File: src/rtl/adc_pkg.sv
// ============================================================================
// Module      : adc_pkg
// Description : Shared ADC-side constants and helpers (sample width, sum
//               sizing, offset-binary to two's complement conversion).
// Revision    : 1.0 - initial release
// ============================================================================
`default_nettype none

package adc_pkg;

    localparam int ADC_DATA_W = 14;

    // Width of a running sum over 2^log2_len samples that can never overflow.
    function automatic int sum_width(input int log2_len);
        return ADC_DATA_W + log2_len;
    endfunction

    function automatic logic [ADC_DATA_W-1:0] offset_to_twos(input logic [ADC_DATA_W-1:0] raw);
        return {~raw[ADC_DATA_W-1], raw[ADC_DATA_W-2:0]};
    endfunction

endpackage

`default_nettype wire

File: src/rtl/adc_moving_avg_if.sv
// ============================================================================
// Module      : adc_moving_avg_if
// Description : Sample-stream bundle between the ADC front end and the
//               moving-average stage.
// Revision    : 1.0 - initial release
// ============================================================================
`default_nettype none

interface adc_moving_avg_if #(
    parameter int DATA_W = 14
) ();

    logic [DATA_W-1:0] adc_in;
    logic              in_valid;
    logic              flush;
    logic [DATA_W-1:0] adc_out;
    logic              out_valid;
    logic              primed;

    modport master (
        output adc_in, in_valid, flush,
        input  adc_out, out_valid, primed
    );

    modport slave (
        input  adc_in, in_valid, flush,
        output adc_out, out_valid, primed
    );

endinterface

`default_nettype wire

File: src/rtl/avg_ring_buf.sv
// ============================================================================
// Module      : avg_ring_buf
// Description : History ring for the boxcar average: oldest-sample readout,
//               wrapping write pointer and saturating fill counter.
// Revision    : 1.0 - initial release
// ============================================================================
`default_nettype none

module avg_ring_buf #(
    parameter int DATA_W   = 14,
    parameter int LOG2_LEN = 3
) (
    input  logic              clk,
    input  logic              rst,
    input  logic              push,
    input  logic              clear,
    input  logic [DATA_W-1:0] din,
    output logic [DATA_W-1:0] dout_oldest,
    output logic              primed
);

    localparam int c_depth = 1 << LOG2_LEN;

    logic [DATA_W-1:0]   r_hist [c_depth];
    logic [LOG2_LEN-1:0] r_wp;
    logic [LOG2_LEN:0]   r_fill;

    always_ff @(posedge clk) begin
        if (rst || clear) begin
            for (int i = 0; i < c_depth; i++) begin
                r_hist[i] <= '0;
            end
            r_wp   <= '0;
            r_fill <= '0;
        end else if (push) begin
            r_hist[r_wp] <= din;
            r_wp         <= r_wp + 1'b1;
            // Saturates at exactly 2^LOG2_LEN, so the MSB alone means "full".
            if (!r_fill[LOG2_LEN]) begin
                r_fill <= r_fill + 1'b1;
            end
        end
    end

    assign dout_oldest = r_hist[r_wp];
    assign primed      = r_fill[LOG2_LEN];

endmodule

`default_nettype wire

File: src/rtl/adc_moving_avg.sv
// ============================================================================
// Module      : adc_moving_avg
// Description : ADC sample conditioning: optional offset-binary conversion
//               followed by a 2^LOG2_LEN boxcar average, two-cycle latency.
// Revision    : 1.0 - initial release
// ============================================================================
`default_nettype none

module adc_moving_avg
    import adc_pkg::*;
#(
    parameter int DATA_W     = ADC_DATA_W,
    parameter int LOG2_LEN   = 3,
    parameter bit OFFSET_BIN = 1'b0
) (
    input  logic              clk,
    input  logic              rst,
    adc_moving_avg_if.slave   bus
);

    localparam int c_sum_w = sum_width(LOG2_LEN);

    logic [DATA_W-1:0]         w_conv;
    logic [DATA_W-1:0]         r_s1_data;
    logic                      r_s1_valid;
    logic [DATA_W-1:0]         w_oldest;
    logic                      w_push;
    logic                      w_primed;
    logic signed [c_sum_w-1:0] r_sum;
    logic signed [c_sum_w-1:0] w_new_ext;
    logic signed [c_sum_w-1:0] w_old_ext;
    logic signed [c_sum_w-1:0] w_sum_next;
    logic [DATA_W-1:0]         r_out;
    logic                      r_out_valid;

    generate
        if (OFFSET_BIN) begin : g_offset_bin
            assign w_conv = offset_to_twos(bus.adc_in);
        end else begin : g_twos
            assign w_conv = bus.adc_in;
        end
    endgenerate

    // A flush in the same cycle as a stage-2 accept drops that sample.
    assign w_push = r_s1_valid & ~bus.flush;

    avg_ring_buf #(
        .DATA_W   (DATA_W),
        .LOG2_LEN (LOG2_LEN)
    ) u_ring (
        .clk         (clk),
        .rst         (rst),
        .push        (w_push),
        .clear       (bus.flush),
        .din         (r_s1_data),
        .dout_oldest (w_oldest),
        .primed      (w_primed)
    );

    assign w_new_ext  = {{LOG2_LEN{r_s1_data[DATA_W-1]}}, r_s1_data};
    assign w_old_ext  = {{LOG2_LEN{w_oldest[DATA_W-1]}}, w_oldest};
    assign w_sum_next = r_sum + w_new_ext - w_old_ext;

    always_ff @(posedge clk) begin
        if (rst) begin
            r_s1_data   <= '0;
            r_s1_valid  <= 1'b0;
            r_sum       <= '0;
            r_out       <= '0;
            r_out_valid <= 1'b0;
        end else if (bus.flush) begin
            r_s1_valid  <= 1'b0;
            r_sum       <= '0;
            r_out_valid <= 1'b0;
        end else begin
            r_s1_valid  <= bus.in_valid;
            r_out_valid <= r_s1_valid;
            if (bus.in_valid) begin
                r_s1_data <= w_conv;
            end
            if (r_s1_valid) begin
                r_sum <= w_sum_next;
                // Upper bits of the sum are the floor-shifted average.
                r_out <= w_sum_next[c_sum_w-1:LOG2_LEN];
            end
        end
    end

    assign bus.adc_out   = r_out;
    assign bus.out_valid = r_out_valid;
    assign bus.primed    = w_primed;

endmodule

`default_nettype wire

File: src/flat_wrapper.sv
// flat-port wrapper written by rule: the top's interface ports become plain ports
module adc_moving_avg_flat import adc_pkg::*;
#(
    parameter int DATA_W     = ADC_DATA_W,
    parameter int LOG2_LEN   = 3,
    parameter bit OFFSET_BIN = 1'b0
)
  (clk, rst, bus_adc_in, bus_in_valid, bus_flush, bus_adc_out, bus_out_valid, bus_primed);
  adc_moving_avg_if #(.DATA_W(DATA_W)) bus_i ();
  input  logic clk;
  input  logic rst;
  input wire logic [$bits(bus_i.adc_in)-1:0] bus_adc_in;
  input wire logic [$bits(bus_i.in_valid)-1:0] bus_in_valid;
  input wire logic [$bits(bus_i.flush)-1:0] bus_flush;
  output wire logic [$bits(bus_i.adc_out)-1:0] bus_adc_out;
  output wire logic [$bits(bus_i.out_valid)-1:0] bus_out_valid;
  output wire logic [$bits(bus_i.primed)-1:0] bus_primed;
  assign bus_i.adc_in = bus_adc_in;
  assign bus_i.in_valid = bus_in_valid;
  assign bus_i.flush = bus_flush;
  assign bus_adc_out = bus_i.adc_out;
  assign bus_out_valid = bus_i.out_valid;
  assign bus_primed = bus_i.primed;
  adc_moving_avg #(.DATA_W(DATA_W), .LOG2_LEN(LOG2_LEN), .OFFSET_BIN(OFFSET_BIN)) u_core (.clk(clk), .rst(rst), .bus(bus_i));
endmodule
File: config.mk
export PLATFORM = sky130hd
export DESIGN_NAME = adc_moving_avg_flat
export DESIGN_NICKNAME = d
export VERILOG_FILES = /design/src/rtl/adc_pkg.sv /design/src/rtl/adc_moving_avg_if.sv /design/src/rtl/avg_ring_buf.sv /design/src/rtl/adc_moving_avg.sv /design/src/flat_wrapper.sv
export SDC_FILE = /design/constraint.sdc
export NUM_CORES = 1
export LEC_CHECK = 0
export CAP_MARGIN = 25
export CELL_PAD_IN_SITES_DETAIL_PLACEMENT = 1
export CELL_PAD_IN_SITES_GLOBAL_PLACEMENT = 1
export CORE_MARGIN = 1.5
export CORE_UTILIZATION = 50
export CTS_CLUSTER_SIZE = 28
export DETAILED_ROUTE_END_ITERATION = 10
export GPL_ROUTABILITY_DRIVEN = 0
export PLACE_DENSITY = 0.85
export SLEW_MARGIN = 20
export SYNTH_ARGS = -nofsm -noshare
export SYNTH_HDL_FRONTEND = slang
export SYNTH_SLANG_ARGS = --single-unit
File: constraint.sdc
create_clock -name clk -period 11.89 [get_ports clk]
set_input_delay 1.7835 -clock clk [delete_from_list [all_inputs] [get_ports clk]]
set_output_delay 1.7835 -clock clk [all_outputs]
set_load 0.01 [all_outputs]
==> run metrics <==
Final TNS setup 0 ns; Min Clock Period, post-route 4.675 ns; Starting Density 51.42%; uppermost layer routed met4; HPWL Detailed about 15,000 um; # rows 46; unique cell type count in the Yosys netlist 48; Critical Path AT 4.81 ns; Fin. Hold Viols 0; Post-DRT Antenna Nets 0; Iter 0 DRT Violations 510; synthesized area 8227 um2; startpoint types input port; DR WL/cell approximately 25 um; P_leak 3.398 nW; VDD IR max between 0.1 and 0.15 mV; Tot GR Track Use 28.45%; first-pass GRT wire length ~36,000 um; commonest cells after routing, fill and taps aside edfxtp_1 (112), nand2_1 (58), nor4_1 (58); initial antenna violation count 0; Min-Delay Path Class register to register; Chip Width around 130 um; RSZ-0062 raised after global routing no; PD cells 149.6 nW/um2; vias in the first global route 6,216; commonest non-fill, non-tap cell in the layout edfxtp_1; number of buffers created by CTS 17; Setup crit end kind register; final setup violating endpoints 0; Post-Route WL 23,410 um; post-synthesis register bit count 169; Final period util 39.32%; CTS Sinks ~170; final setup margin 7.215 ns; clk_lat worst skew 0.44 ns; met3 WL 1427 um; Area growth syn-to-layout 14.43%; syn_area_per_cell 11.82 um2; post-synthesis sequential area ratio a little over half; # fillers 1,660; worst relative slew slack 32.00%; Clock Tree Root clkbuf_16; nets roughly 770; die height 131.3 um; I/O pins 34; Vias/cell 6.102; Slew Limit Fails 0; vias 5,748; detailed route wirelength on metal2 12,050 um; Post-Syn Nets 749; synth warn 0; Worst Tran Pin Value 1.018 ns; WL met1 9125 um; Hold-fix buffers, CTS 0; I/O Buffers 33; critical path required time between 10 and 15 ns; DIE AREA 17,230 um2; diode count 0; # H-tree levels 4; fraction of registers with async set/reset 0%; core box area around 16,000 um2; CTS max path bufs 2; FMAX 213.9 MHz; worst-path fanout max 53; total setup buffers inserted after CTS 0; smallest hold slack roughly 0.45 ns; CTS resizes 0; CTS tree yes; MaxCap Viol Count 0; Core Util, Final approximately three fifths; Worst-path clk slew 0.06 ns; Post-synth EDFFs approximately 110; residual DRC count 0; outcome finished, final reports clean; Post-Syn Instances 696; total power 0.001408 W; share of cells above drive strength 1 14.19%; ys flop type edfxtp_1; pin count of the biggest net entering global routing 61; dpl ws between 5 and 6 ns; Crit Path Category input port to register; router iterations before antenna repair 6; gr ovfl total 0; worst-case clock skew about 0.014 ns
## per-layer routing
| layer | global-route usage, % | up-vias |
|---|---|---|
| met3 | 6.019 | 52 |
| met5 | 0 | - |
| met1 | 34.96 | 2917 |
| met4 | 12.84 | 0 |
| li1 | - | 2577 |
| met2 | 48.47 | 202 |
## path summary, 6_finish.rpt
path         cells past startpoint  slack, ns        startpoint                    endpoint
max                              8       7.22         bus_flush  u_core.u_ring.r_hist[6][1]
min                              2       0.45  u_core.r_sum[14]            u_core.r_sum[14]
max reg2reg                     13       7.27          register       u_core.bus.adc_out[9]
min reg2reg                      2       0.45  u_core.r_sum[14]            u_core.r_sum[14]
## report_power, final
part,switching [W],internal (W),leakage (nW)
registers,0.0000129,0.000647,1.71
clock network,0.000237,0.000334,0.307
logic,0.000109,0.0000687,1.38
## synthesized netlist by cell type, types with 2 or more instances
cell type / n / area share (%)
nand2b_1: 6 / 0.46
nor2b_1: 2 / 0.15
o31ai_1: 5 / 0.46
fa_1: 16 / 3.9
nor3_1: 43 / 2.6
ha_1: 19 / 2.9
a21o_1: 9 / 0.82
inv_2: 2 / 0.091
o21bai_1: 2 / 0.18
mux4_2: 28 / 7.7
nor2_1: 31 / 1.4
and2_1: 15 / 1.1
inv_1: 46 / 2.1
mux2i_1: 10 / 1.2
nand3b_1: 4 / 0.37
o21ai_1: 11 / 0.67
o21a_1: 2 / 0.18
a211oi_1: 5 / 0.46
nand2_1: 59 / 2.7
nor4_1: 58 / 4.4
buf_2: 3 / 0.18
dfxtp_1: 57 / 14
mux2_2: 13 / 1.8
edfxtp_1: 112 / 41
a21oi_1: 33 / 2.0
nand3_1: 3 / 0.18
nand4_1: 3 / 0.23
or3_1: 3 / 0.23
clkbuf_1: 38 / 1.7
o21ai_0: 4 / 0.24
clkinv_1: 12 / 0.55
xor2_1: 6 / 0.64
xnor2_1: 14 / 1.5
buf_1: 8 / 0.37
## final cells by class
class	instances	area [um2]	share of cell area, %
Sequential cell	169	4506	47.86
Multi-Input combinational cell	417	3336	35.43
Clock buffer	24	528.0	5.609
Timing Repair Buffer	48	470.5	4.997
Tap cell	216	270.3	2.871
Inverter	60	225.2	2.392
Clock inverter	8	78.83	0.8373
## flip-flops by register name, indices dropped and copies added (netlist names), named ones only
name                  count
u_core.u_ring.r_wp        3
u_core.r_sum             17
u_core.bus.out_valid      1
u_core.r_s1_data         14
u_core.r_s1_valid         1
u_core.u_ring.r_fill      4
u_core.u_ring.r_hist    112
u_core.bus.adc_out       14
## logic make-up after synthesis
| logic type | synth area share [%] |
|---|---|
| buf+inv | 5.110 |
| simple gates | 14.24 |
| flops | 54.75 |
| mux | 10.80 |
| fa+ha+maj | 6.783 |
| compound gates | 6.190 |
| xor+xnor | 2.129 |
## worst max-delay path, cell delays in order
cell,delay (ns)
clkdlybuf4s50_1,0.52
nor2_1,0.79
nand2_1,0.11
buf_4,0.34
inv_2,0.16
nand2_2,0.22
o21ai_1,0.57
buf_4,0.30
## through the flow
step	cells	instance area [um2]
CTS	940	9371
floorplan	696	8227
finish	942	9414
detailed placement	908	8765
global route	942	9414
global placement	907	8746
Note: power is estimated with default switching activity, not from simulation.
